==> src/rtl/fp_add_arbiter.sv <==
// Round-robin arbiter that time-shares one FP adder between N requesters,
// driving its level start / pulse done handshake with a timeout abort.
module fp_add_arbiter #(
  parameter int N       = 4,
  parameter int TIMEOUT = 64,
  parameter int DRAIN   = 8
) (
  input  logic            clk,
  input  logic            rst,
  input  logic [N-1:0]    req_i,
  input  logic [32*N-1:0] a_i,
  input  logic [32*N-1:0] b_i,
  output logic [N-1:0]    done_o,
  output logic [31:0]     res_o,
  output logic            err_o,
  output logic            busy_o,
  output logic            add_start,
  output logic [31:0]     add_a,
  output logic [31:0]     add_b,
  input  logic            add_done,
  input  logic [31:0]     add_res
);

  // state | meaning
  // IDLE  | waiting for any request, picks round-robin winner
  // WAIT  | adder running, timer counts toward TIMEOUT
  // RESP  | done_o pulse after a normal completion
  // FLUSH | done_o pulse after a timeout, then DRAIN cycles ignoring add_done
  localparam logic [1:0] S_IDLE  = 2'd0;
  localparam logic [1:0] S_WAIT  = 2'd1;
  localparam logic [1:0] S_RESP  = 2'd2;
  localparam logic [1:0] S_FLUSH = 2'd3;

  localparam int PW   = (N > 1) ? $clog2(N) : 1;
  localparam int TMAX = (TIMEOUT > DRAIN) ? TIMEOUT : DRAIN;
  localparam int TW   = $clog2(TMAX + 1);

  localparam logic [TW-1:0] TO_LAST = TW'(TIMEOUT - 1);
  localparam logic [TW-1:0] DR_LAST = TW'(DRAIN - 1);
  localparam logic [PW-1:0] CH_LAST = PW'(N - 1);

  logic [1:0]    r_state;
  logic [PW-1:0] r_ptr;
  logic [PW-1:0] r_gnt;
  logic [TW-1:0] r_timer;
  logic [N-1:0]  r_done;
  logic [31:0]   r_res;
  logic          r_err;
  logic          r_busy;
  logic          r_start;
  logic [31:0]   r_a;
  logic [31:0]   r_b;

  logic          w_any;
  logic          w_hi_found;
  logic [PW-1:0] w_hi_idx;
  logic [PW-1:0] w_lo_idx;
  logic [PW-1:0] w_win;
  logic [31:0]   w_win_a;
  logic [31:0]   w_win_b;
  logic [N-1:0]  w_gnt_oh;
  logic [PW-1:0] w_ptr_nxt;

  // Lowest set bit at or above the pointer, else the lowest set bit overall (wrap).
  always_comb begin
    w_any      = 1'b0;
    w_hi_found = 1'b0;
    w_hi_idx   = '0;
    w_lo_idx   = '0;
    for (int k = N - 1; k >= 0; k--) begin
      if (req_i[k]) begin
        w_any    = 1'b1;
        w_lo_idx = PW'(k);
        if (PW'(k) >= r_ptr) begin
          w_hi_found = 1'b1;
          w_hi_idx   = PW'(k);
        end
      end
    end
    w_win = w_hi_found ? w_hi_idx : w_lo_idx;
  end

  always_comb begin
    w_win_a = '0;
    w_win_b = '0;
    for (int k = 0; k < N; k++) begin
      if (w_win == PW'(k)) begin
        w_win_a = a_i[32*k +: 32];
        w_win_b = b_i[32*k +: 32];
      end
    end
  end

  assign w_gnt_oh  = {{(N-1){1'b0}}, 1'b1} << r_gnt;
  assign w_ptr_nxt = (r_gnt == CH_LAST) ? '0 : r_gnt + 1'b1;

  always_ff @(posedge clk) begin
    if (rst) begin
      r_state <= S_IDLE;
      r_ptr   <= '0;
      r_gnt   <= '0;
      r_timer <= '0;
      r_done  <= '0;
      r_res   <= '0;
      r_err   <= 1'b0;
      r_busy  <= 1'b0;
      r_start <= 1'b0;
      r_a     <= '0;
      r_b     <= '0;
    end else begin
      r_done <= '0;
      case (r_state)
        S_IDLE: begin
          if (w_any) begin
            r_gnt   <= w_win;
            r_a     <= w_win_a;
            r_b     <= w_win_b;
            r_start <= 1'b1;
            r_timer <= '0;
            r_busy  <= 1'b1;
            r_state <= S_WAIT;
          end
        end
        S_WAIT: begin
          r_timer <= r_timer + 1'b1;
          // A result arriving on the last allowed cycle still counts as success.
          if (add_done) begin
            r_start <= 1'b0;
            r_res   <= add_res;
            r_err   <= 1'b0;
            r_done  <= w_gnt_oh;
            r_ptr   <= w_ptr_nxt;
            r_state <= S_RESP;
          end else if (r_timer == TO_LAST) begin
            r_start <= 1'b0;
            r_res   <= '0;
            r_err   <= 1'b1;
            r_done  <= w_gnt_oh;
            r_ptr   <= w_ptr_nxt;
            r_timer <= '0;
            r_state <= S_FLUSH;
          end
        end
        S_RESP: begin
          r_busy  <= 1'b0;
          r_state <= S_IDLE;
        end
        S_FLUSH: begin
          r_timer <= r_timer + 1'b1;
          if (r_timer == DR_LAST) begin
            r_busy  <= 1'b0;
            r_state <= S_IDLE;
          end
        end
        default: begin
          r_busy  <= 1'b0;
          r_start <= 1'b0;
          r_state <= S_IDLE;
        end
      endcase
    end
  end

  assign done_o    = r_done;
  assign res_o     = r_res;
  assign err_o     = r_err;
  assign busy_o    = r_busy;
  assign add_start = r_start;
  assign add_a     = r_a;
  assign add_b     = r_b;

endmodule

==> config.mk <==
export PLATFORM = sky130hd
export DESIGN_NAME = fp_add_arbiter
export DESIGN_NICKNAME = d
export VERILOG_FILES = /design/src/rtl/fp_add_arbiter.sv
export SDC_FILE = /design/constraint.sdc
export NUM_CORES = 1
export LEC_CHECK = 0
export BUFFER_PORTS_ARGS = -buffer_cell sky130_fd_sc_hd__buf_2
export CORE_AREA = 2 2 153 155
export CTS_CLUSTER_DIAMETER = 30
export DETAILED_ROUTE_END_ITERATION = 6
export DIE_AREA = 0 0 155 157
export GPL_ROUTABILITY_DRIVEN = 0
export PLACE_DENSITY = 0.55
export SYNTH_ARGS = -nofsm -noshare
export SYNTH_HDL_FRONTEND = slang
export SYNTH_SLANG_ARGS = --single-unit
==> constraint.sdc <==
create_clock -name clk -period 2.5 [get_ports clk]
set_input_delay 0.375 -clock clk [delete_from_list [all_inputs] [get_ports clk]]
set_output_delay 0.375 -clock clk [all_outputs]
set_load 0.005 [all_outputs]
==> results.tsv, run 1 <==
stage	metric	value	unit
sta	slew_headroom	0.3108	
power_and_ir_drop	ir_drop	0.3829	mV
global_routing	grt_antenna_before_repair	7	
sta	fin_crit_sh	0.8932	
clocking	ctsRootBufferMaster	clkbuf_16	
logic_synthesis	synth_simple_gate_area_frac	0.1863	
floorplanning	fp.dieW	155	um
floorplanning	dieArea	24340	sq um
floorplanning	coreArea	22500	sq um
power_and_ir_drop	seqPwrFrac	0.349	
logic_synthesis	synth_top_family_by_area	compound AO/OA/AOI/OAI gates	
logic_synthesis	synth.avg_cell_area	8.389	sq um
power_and_ir_drop	power.share.clock	0.431	
global_routing	grt_pass1_vias	6470	
power_and_ir_drop	leakage	4.119	nW
sta	drv_slew	0	
logic_synthesis	netlist-cell-type-count	45	
clocking	ctsHtreeMaxLevel	4	
routing	routed_wl	25880	um
sta	timing.hold.ws	0.1981	ns
sta	period_minus_slack	2.233	ns
power_and_ir_drop	switchingPower	1.811	mW
routing	dr.pass1.iters	5	
logic_synthesis	synthCells	695	
sta	setup_tns	0	ns
routing	wl_per_cell	18.83	um
routing	drtIter0Drc	490	
finish	fillCellCount	2386	
hold_path	hp-class	in2reg	
floorplanning	die_h	157	um
clocking	cts.sinks	116	
power_and_ir_drop	p_per_area	687.5	nW/um^2
critical_path	worstPathArrival	2.53	ns
place	port_buffers	397	
run_status	status	complete, no violations	
critical_path	critPathMaxFanout	82	
finish	layout_common_cells	buf_2, dfxtp_1, nor2_1	
clocking	tritoncts	yes	
logic_synthesis	synth_flop_cell	dfxtp_1	
global_routing	grt_pass1_wl	37180	um
routing	ant_nets	0	
logic_synthesis	async_flop_share	0	
logic_synthesis	synthAdderAreaFrac	0.01073	
floorplanning	row_count	55	
finish	fin_nets	1370	
finish	area_growth	51.33	%
clocking	post_cts_buffers	0	
job	max_cap_viol_count	0	
routing	drc	0	
logic_synthesis	yosysWarningCount	0	
routing	vias	6989	
sta	rsz0062_at_grt	no	
sta	worst_slew_pin_slew	1.031	ns
critical_path	critPathLaunchType	flip-flop	
sta	setup_violations	0	
global_routing	overflow	0	
finish	drive_above_1_share	0.4404	
finish	final_common_cell	buf_2	
clocking	clkSlewWorstSetupHoldPaths	0.07	ns
clocking	insertion_delay	0.42	ns
floorplanning	start_util	0.2591	
logic_synthesis	ys_ff_latch	116	
clocking	cts_made_buffers	17	
place	hpwl	18490	um
critical_path	crit_type	reg2reg	
clocking	cts_max_path_buffers	2	
power_and_ir_drop	p_sw_frac	0.2985	
logic_synthesis	synth-xor-area-share	0	
logic_synthesis	synth_edf_count	0	
clocking	postCtsResizedCells	0	
critical_path	crit_path_end_kind	flip-flop	
sta	max_freq	447.8	MHz
clocking	hold_buffers	0	
sta	hold_viol	0	
power_and_ir_drop	pwr-share-comb	0.220	
logic_synthesis	ys_seq_area_frac	0.3983	
routing	detail_route.vias_per_cell	5.087	
power_and_ir_drop	p_int	4.255	mW
logic_synthesis	synthMuxAreaShare	0.001717	
critical_path	cp.required	2.80	ns
sta	fin_skew	0.01116	ns
logic_synthesis	netlist_area	5831	sq um
floorplanning	ios	398	
global_routing	grt.total_usage	0.1994	
global_routing	grt_max_degree	83	
logic_synthesis	synth-compound-area-share	0.3369	
logic_synthesis	synth_nets	995	
[through the flow]
stage	cells	utilization	instance area, sq um	setup WS (ns)	power, mW
floorplan	695	-	5831	0.6539	2.844
global placement	1336	0.3639	8188	0.1163	3.491
detailed placement	1336	0.3639	8188	0.09201	3.499
CTS	1368	0.3914	8808	0.3170	6.139
global route	1374	0.3921	8823	0.2095	6.368
finish	1374	0.3921	8823	0.2670	6.066
[worst max-delay path, stage by stage (launching register included)]
cell	delay, ns
dfxtp_1	0.40
or4_2	0.73
buf_12	0.22
and3_1	0.24
a211oi_1	0.36
o21ai_1	0.09
[logic make-up after synthesis]
| group | Yosys count |
|---|---|
| AOI/OAI and AO/OA | 272 |
| and+or+nand+nor | 223 |
| DFF | 116 |
| buffers and inverters | 78 |
| adders and majority gates | 5 |
| muxes | 1 |
[routing by layer]
metal,up-vias,global-route usage,share of wire
li1,3395,-,-
met3,26,0.04983,0.075
met2,304,0.3329,0.49
met1,3262,0.2468,0.41
met4,2,0.07937,0.019
met5,-,0,0.00046
[final timing paths]
kind,startpoint,to,slack (ns),cells past startpoint
worst max-delay path,r_ptr[1],add_b[0],0.27,5
worst min-delay path,add_res[12],res_o[12],0.20,3
worst max register to register,r_ptr[1],add_b[0],0.27,5
worst min register to register,add_a[27],add_a[27],0.44,2
[synthesized netlist by cell type (10+ instances only)]
library cell / number / area (sq um)
dfxtp_1: 116 / 2322
nor2_1: 69 / 259.0
and3_1: 65 / 406.6
o21ai_1: 65 / 325.3
a211oi_1: 62 / 465.5
nand2_1: 54 / 202.7
clkbuf_1: 50 / 187.7
o221ai_1: 47 / 411.6
a22oi_1: 33 / 247.7
a21boi_1: 17 / 127.6
a221oi_1: 17 / 148.9
buf_2: 11 / 55.05
buf_6: 10 / 112.6
[final cells by class]
class,instances,area (sq um),area share
Multi-Input combinational cell,501,3163,0.3585
Timing Repair Buffer,429,2327,0.2638
Sequential cell,116,2322,0.2632
Clock buffer,17,425.4,0.04821
Tap cell,285,356.6,0.04041
Clock inverter,15,195.2,0.02212
Inverter,5,18.77,0.002127
Antenna cell,6,15.01,0.001702
[state kept, by name, indices dropped and copies added, names as in the netlist]
signal / count
add_a: 32
add_b: 32
add_start: 1
busy_o: 1
done_o: 4
err_o: 1
r_gnt: 2
r_ptr: 2
r_state: 2
r_timer: 7
res_o: 32
[power groups by stage]
stage	combinational (mW)	clock [mW]	sequential (mW)
3_3_place_gp	1.34	0	2.15
3_5_place_dp	1.35	0	2.15
4_1_cts	1.35	2.68	2.11
2_1_floorplan	0.676	0	2.17
5_1_grt	1.47	2.76	2.13
6_report	1.34	2.61	2.11
Power figures use the tool's default switching activity.
==> inputs of run 2 (changes only) <==
--- a/config.mk
+++ b/config.mk
@@ -6,12 +6,13 @@
 export NUM_CORES = 1
 export LEC_CHECK = 0
 export BUFFER_PORTS_ARGS = -buffer_cell sky130_fd_sc_hd__buf_2
-export CORE_AREA = 2 2 153 155
+export CORE_AREA = 2 2 156 158
 export CTS_CLUSTER_DIAMETER = 30
 export DETAILED_ROUTE_END_ITERATION = 6
-export DIE_AREA = 0 0 155 157
+export DIE_AREA = 0 0 158 160
 export GPL_ROUTABILITY_DRIVEN = 0
-export PLACE_DENSITY = 0.55
+export PLACE_DENSITY = 0.53
 export SYNTH_ARGS = -nofsm -noshare
 export SYNTH_HDL_FRONTEND = slang
 export SYNTH_SLANG_ARGS = --single-unit
+export TNS_END_PERCENT = 30
==> constraint.sdc (replaced) <==
create_clock -name clk -period 2.9 [get_ports clk]
set_input_delay 0.435 -clock clk [delete_from_list [all_inputs] [get_ports clk]]
set_output_delay 0.435 -clock clk [all_outputs]
set_load 0.005 [all_outputs]
==> run 2 against run 1 <==
Against the previous run:
- cell area shrank 1.1%
- first-iteration DRC count is 11% lower
- clock skew fell by 0.0018 ns
- non-clock buffer count down 6
- register-to-register slack better by 0.25 ns
- maximum frequency shrank 6.4%
- clock power down 23%
- critical path type unchanged
==> results.tsv, run 2 (synthesis gave the netlist of run 1 again) <==
stage	metric	value	unit	change
global_routing	grt_antenna_before_repair	11		+4
clocking	clkSlewWorstSetupHoldPaths	0.06	ns	about the same
power_and_ir_drop	leakage	4.033	nW	-2.1%
critical_path	critPathMaxFanout	47		-43%
sta	fin_skew	0.009411	ns	-0.001752 ns
power_and_ir_drop	ir_drop	0.3081	mV	-20%
clocking	cts_max_path_buffers	2		unchanged
floorplanning	die_h	160	um	+1.9%
global_routing	grt.total_usage	0.2079		+0.008512
floorplanning	row_count	57		+3.6%
sta	max_freq	419.1	MHz	-6.4%
power_and_ir_drop	power.share.clock	0.405		-0.026
global_routing	overflow	0		unchanged
routing	routed_wl	27170	um	+5.0%
clocking	tritoncts	yes		
finish	fillCellCount	2608		+9.3%
global_routing	grt_pass1_vias	7102		+9.8%
clocking	cts_made_buffers	17		unchanged
clocking	insertion_delay	0.42	ns	about the same
sta	rsz0062_at_grt	no		
clocking	postCtsResizedCells	0		unchanged
sta	worst_slew_pin_slew	1.151	ns	+0.1199 ns
sta	timing.hold.ws	0.2689	ns	+0.07074 ns
critical_path	critPathLaunchType	flip-flop		
power_and_ir_drop	pwr-share-comb	0.228		+0.008
global_routing	grt_max_degree	83		unchanged
finish	layout_common_cells	buf_2, dfxtp_1, nor2_1		
critical_path	regToRegSetupSlack	0.51	ns	+0.25 ns
global_routing	grt_pass1_wl	40120	um	+7.9%
sta	hold_viol	0		unchanged
sta	slew_headroom	0.2306		-0.08015
sta	fin_crit_sh	0.8228		-0.07044
power_and_ir_drop	p_per_area	573.0	nW/um^2	-17%
finish	layout.area.seq	2322	sq um	unchanged
finish	area_growth	49.64	%	
sta	setup_violations	0		unchanged
clocking	ctsHtreeMaxLevel	4		unchanged
routing	dr.pass1.iters	4		-1
floorplanning	fp.dieW	158	um	+1.9%
floorplanning	dieArea	25280	sq um	+3.9%
routing	drtIter0Drc	438		-11%
critical_path	crit_type	reg2reg		
run_status	status	complete, no violations		
floorplanning	ios	398		unchanged
critical_path	cp.required	3.25	ns	+0.45 ns
critical_path	worstPathArrival	2.74	ns	+0.21 ns
finish	multiInputGateArea	3166	sq um	about the same
power_and_ir_drop	p_int	3.458	mW	-19%
place	port_buffers	397		unchanged
clocking	hold_buffers	0		unchanged
sta	drv_slew	0		unchanged
routing	vias	7004		+0.21%
power_and_ir_drop	seqPwrFrac	0.367		+0.018
critical_path	r2r_end	add_b[29]		
critical_path	rr_worst_depth	4		-1
floorplanning	start_util	0.2448		-0.01433
clocking	cts.sinks	116		unchanged
routing	wl_per_cell	19.27	um	+2.3%
hold_path	whs_path_depth	3		unchanged
hold_path	hold_end	res_o[5]		
routing	ant_nets	0		unchanged
routing	detail_route.vias_per_cell	4.967		-2.3%
hold_path	min_from	add_res[5]		
place	hpwl	20060	um	+8.5%
power_and_ir_drop	p_sw_frac	0.3083		+0.009767
routing	drc	0		unchanged
clocking	post_cts_buffers	0		unchanged
sta	setup_tns	0	ns	unchanged
sta	period_minus_slack	2.386	ns	+0.1530 ns
critical_path	crit_path_end_kind	flip-flop		
critical_path	worstReg2RegStart	r_state[0]		
finish	utilization	0.3663		-0.02584
finish	final_common_cell	buf_2		
job	max_cap_viol_count	0		unchanged
finish	drive_above_1_share	0.4383		-0.002189
finish	fin_nets	1364		-0.44%
clocking	ctsRootBufferMaster	clkbuf_16		
power_and_ir_drop	switchingPower	1.541	mW	-15%
floorplanning	coreArea	23820	sq um	+5.9%
critical_path	cp-startpoint	r_state[0]		
hold_path	hp-class	in2reg		
run 2: how the worst max path moves through the flow:
stage	to	slack [ns]	cells after the start
global placement	add_b[0]	0.29	6
floorplan	add_a[14]	0.99	7
CTS	add_b[29]	0.51	4
detailed placement	add_b[29]	0.28	6
global route	add_b[29]	0.33	4
finish	add_b[29]	0.51	4
run 2: power groups by stage:
stage          clock (mW)  sequential (mW)  combinational (mW)
5_1_grt              2.15             1.85                1.26
3_5_place_dp            0             1.87                1.14
6_report             2.02             1.84                1.14
2_1_floorplan           0             1.87               0.582
3_3_place_gp            0             1.86                1.14
4_1_cts              2.08             1.84                1.15
run 2: metal layers:
layer  track usage  up-vias  part of all wire
li1              -     3394                 -
met1        0.2257     3284              0.39
met2        0.3735      288              0.51
met3       0.06377       34             0.080
met4       0.08149        4             0.022
met5             0        -           0.00077
run 2: worst max-delay path, cell delays in order (launching register included):
cell and delay (ns):
dfxtp_1 0.40, or3_1 0.48, nor2_4 0.87, o221ai_1 0.33, o21ai_1 0.20
run 2: metrics by stage:
stage / cell area [sq um] / setup WS [ns] / power [mW] / std cells
floorplan: 5831 / 0.9939 / 2.452 / 695
global placement: 8144 / 0.2934 / 3.008 / 1369
detailed placement: 8144 / 0.2786 / 3.014 / 1369
CTS: 8702 / 0.5093 / 5.062 / 1401
global route: 8722 / 0.3281 / 5.265 / 1409
finish: 8725 / 0.5140 / 5.000 / 1410
run 2: layout make-up:
cell class / count / share of cell area
Antenna cell: 9 / 0.002581
Clock buffer: 17 / 0.04876
Clock inverter: 15 / 0.01520
Inverter: 5 / 0.002151
Multi-Input combinational cell: 501 / 0.3628
Sequential cell: 116 / 0.2662
Tap cell: 324 / 0.04646
Timing Repair Buffer: 423 / 0.2558
==> inputs of run 3 (changes only) <==
--- a/config.mk
+++ b/config.mk
@@ -5,13 +5,14 @@
 export SDC_FILE = /design/constraint.sdc
 export NUM_CORES = 1
 export LEC_CHECK = 0
+export ABC_AREA = 1
 export BUFFER_PORTS_ARGS = -buffer_cell sky130_fd_sc_hd__buf_2
 export CORE_AREA = 2 2 156 158
 export CTS_CLUSTER_DIAMETER = 30
 export DETAILED_ROUTE_END_ITERATION = 6
 export DIE_AREA = 0 0 158 160
 export GPL_ROUTABILITY_DRIVEN = 0
-export PLACE_DENSITY = 0.53
+export PLACE_DENSITY = 0.59
 export SYNTH_ARGS = -nofsm -noshare
 export SYNTH_HDL_FRONTEND = slang
 export SYNTH_SLANG_ARGS = --single-unit
==> constraint.sdc (replaced) <==
create_clock -name clk -period 2.2 [get_ports clk]
set_input_delay 0.33 -clock clk [delete_from_list [all_inputs] [get_ports clk]]
set_output_delay 0.33 -clock clk [all_outputs]
set_load 0.005 [all_outputs]
==> run 3 against run 2 <==
Against the previous run:
- critical path type unchanged
- non-clock buffer count shrank 3
- clock power grew 43%
- largest power group unchanged
- critical endpoint is now res_o[26]
- global-route usage shrank 0.40 points
- highest routed layer unchanged
- clock skew shrank 0.0011 ns
- worst setup slack lost 0.28 ns
- worst hold slack lost 0.10 ns
==> results.tsv, run 3 <==
stage	metric	value	unit	change
critical_path	critPathMaxFanout	32		-32%
logic_synthesis	synth.avg_cell_area	6.536	sq um	-22%
sta	setup_violations	0		unchanged
floorplanning	start_util	0.2919		+0.04717
routing	highest_layer	met5		
critical_path	crit_type	reg2reg		
power_and_ir_drop	p_per_area	734.4	nW/um^2	+28%
global_routing	grt_pass1_vias	7731		+8.9%
floorplanning	dieArea	25280	sq um	unchanged
sta	period_minus_slack	1.965	ns	-0.4211 ns
finish	drive_above_1_share	0.3296		-0.1087
clocking	cts.sinks	116		unchanged
power_and_ir_drop	ir_drop	0.4010	mV	+30%
critical_path	worstPathArrival	2.25	ns	-0.49 ns
clocking	clkSlewWorstSetupHoldPaths	0.06	ns	about the same
critical_path	cp_slowest_cell	dfxtp_1		
logic_synthesis	netlist.area_leader.share	0.3339		-0.06435
routing	routed_wl	26840	um	-1.2%
place	port_buffers	397		unchanged
sta	rsz0062_at_grt	no		
critical_path	rr_worst_depth	13		+9
critical_path	critPathMaxStageDelay	0.35	ns	-0.52 ns
clocking	hold_buffers	0		unchanged
logic_synthesis	synth_edf_count	0		unchanged
routing	ant_nets	0		unchanged
sta	max_freq	508.9	MHz	+21%
logic_synthesis	netlist_area	6954	sq um	+19%
logic_synthesis	yosys-top-cells-count	nand2_1, nand3_1, dfxtp_1		
logic_synthesis	synthCells	1064		+53%
hold_path	whs_path_depth	3		unchanged
routing	drtIter0Drc	598		+37%
critical_path	cp.required	2.49	ns	-0.76 ns
run_status	status	complete, no violations		
floorplanning	coreArea	23820	sq um	unchanged
critical_path	path_cells	ha_1 -> nand2_1 -> inv_1 -> nand2_1 -> nor2_1 -> nand2_1 -> nor2_2 -> nor2_2 -> nor2_2 -> inv_2 -> buf_12 -> nand3_1 -> o21ai_0		
logic_synthesis	netlist-cell-type-count	30		-33%
floorplanning	row_count	57		unchanged
routing	wl_per_cell	15.35	um	-20%
routing	dr.pass1.iters	6		+2
routing	dr_wl_met2	12590	um	-8.5%
sta	drv_slew	0		unchanged
finish	area_growth	41.96	%	
routing	vias	8463		+21%
sta	setup_tns	0	ns	unchanged
clocking	cts_max_path_buffers	2		unchanged
critical_path	critPathLaunchType	flip-flop		
clocking	cts_made_buffers	17		unchanged
finish	fin_nets	1710		+25%
logic_synthesis	yosysTopAreaCell	dfxtp_1		
clocking	ctsHtreeMaxLevel	4		unchanged
global_routing	grt_antenna_before_repair	6		-5
logic_synthesis	ys_ff_latch	116		unchanged
place	post-place-ws	0.1644	ns	-0.1142 ns
sta	worst_slew_pin_slew	0.6559	ns	-0.4954 ns
clocking	tritoncts	yes		
critical_path	crit_path_end_kind	flip-flop		
finish	fillCellCount	2579		-1.1%
clocking	ctsRootBufferMaster	clkbuf_16		
sta	fin_skew	0.008288	ns	-0.001123 ns
floorplanning	ios	398		unchanged
routing	m1WireLength	11770	um	+11%
logic_synthesis	yosysWarningCount	0		unchanged
place	hpwl	19510	um	-2.8%
finish	layout_common_cells	buf_2, nand2_1, nand3_1		
sta	timing.hold.ws	0.1665	ns	-0.1023 ns
global_routing	grt_max_degree	88		+6.0%
logic_synthesis	synth_nets	1364		+37%
sta	hold_viol	0		unchanged
finish	final_common_cell	buf_2		
routing	detail_route.vias_per_cell	4.839		-2.6%
logic_synthesis	ys_seq_area_frac	0.3339		-0.06435
logic_synthesis	yosysMostFrequentCell	nand2_1		
global_routing	grt.total_usage	0.2039		-0.003962
sta	fin_crit_sh	0.8931		+0.07037
global_routing	overflow	0		unchanged
floorplanning	die_h	160	um	unchanged
routing	wl_met3	1767	um	-19%
logic_synthesis	synth_area_leaders	dfxtp_1, nand2_1, nand3_1, nand3b_1, o21bai_1		
hold_path	hp-class	in2reg		
logic_synthesis	synth_flop_cell	dfxtp_1		
global_routing	grt_pass1_wl	40810	um	+1.7%
power_and_ir_drop	leakage	4.967	nW	+23%
job	max_cap_viol_count	0		unchanged
sta	slew_headroom	0.5628		+0.3321
logic_synthesis	async_flop_share	0		unchanged
floorplanning	fp.dieW	158	um	unchanged
clocking	insertion_delay	0.41	ns	about the same
sta	worst_slack	0.2351	ns	-0.2789 ns
routing	drc	0		unchanged
## run 3: cell count changes after synthesis, moves of 37 or more
cell,delta
a211oi_1,-61
a21oi_1,+46
and3_1,-62
inv_1,+43
nand2_1,+198
nand3_1,+160
nand3b_1,+43
nand4_1,+46
nor3_1,+37
o21ai_0,+56
o21ai_1,-63
o21bai_1,+43
o221ai_1,-47
## run 3: layer usage
| metal | GRT usage | vias up |
|---|---|---|
| li1 | - | 4274 |
| met1 | 0.2584 | 3837 |
| met2 | 0.3342 | 290 |
| met3 | 0.05373 | 54 |
| met4 | 0.06962 | 8 |
| met5 | 0 | - |
## run 3: report_power, final
part / internal [mW] / leakage [nW] / switching (mW)
Clock: 1.73 / 0.291 / 1.14
Sequential: 2.30 / 0.953 / 0.102
Combinational: 0.836 / 3.72 / 1.14
## run 3: kinds of logic (layout without fill, tap and decap cells)
kind of cell | after synthesis | in the layout | synth area share
buf+inv | 175 | 534 | 0.1119
flops | 116 | 116 | 0.3339
fa+ha+maj | 5 | 5 | 0.008996
simple gates | 601 | 601 | 0.4068
other cells | 0 | 2 | 0
xor+xnor | 1 | 1 | 0.001260
compound gates | 166 | 166 | 0.1371
## run 3: layout make-up
cell class | count | area (sq um) | share of cell area
Multi-Input combinational cell | 773 | 3879 | 0.3929
Timing Repair Buffer | 420 | 2347 | 0.2378
Sequential cell | 116 | 2323 | 0.2354
Clock buffer | 18 | 439.2 | 0.04449
Tap cell | 324 | 405.4 | 0.04106
Inverter | 82 | 307.8 | 0.03118
Clock inverter | 14 | 165.2 | 0.01673
Antenna cell | 2 | 5.005 | 0.0005070
## run 3: timing repair
action,CTS,global route
gates resized for setup,0,2
hold endpoints to repair,0,0
buffers inserted,0,1
endpoints found under the setup margin,0,32
## run 3: path summary, 6_finish.rpt
| kind | startpoint | endpoint | slack [ns] |
|---|---|---|---|
| worst min-delay path | add_res[28] | res_o[28] | 0.17 |
| worst min register to register | r_timer[0] | r_timer[0] | 0.46 |
| worst max register to register | r_timer[1] | res_o[26] | 0.24 |
| worst max-delay path | r_timer[1] | res_o[26] | 0.24 |
## run 3: worst max-delay path, delay by kind of cell (launching register included)
family                     cells  cell delay (ns)
DFF                            1             0.35
buffers and inverters          3             0.38
AOI/OAI and AO/OA              1             0.08
and+or+nand+nor                8             0.85
adders and majority gates      1             0.18
## run 3: through the flow
step	cell area, sq um	power (mW)	utilization	cells
after floorplan	6954	3.604	-	1064
after global placement	9251	4.406	0.3884	1714
after detailed placement	9251	4.421	0.3884	1714
after CTS	9856	7.336	0.4138	1746
after global routing	9869	7.675	0.4143	1748
final	9872	7.250	0.4144	1749
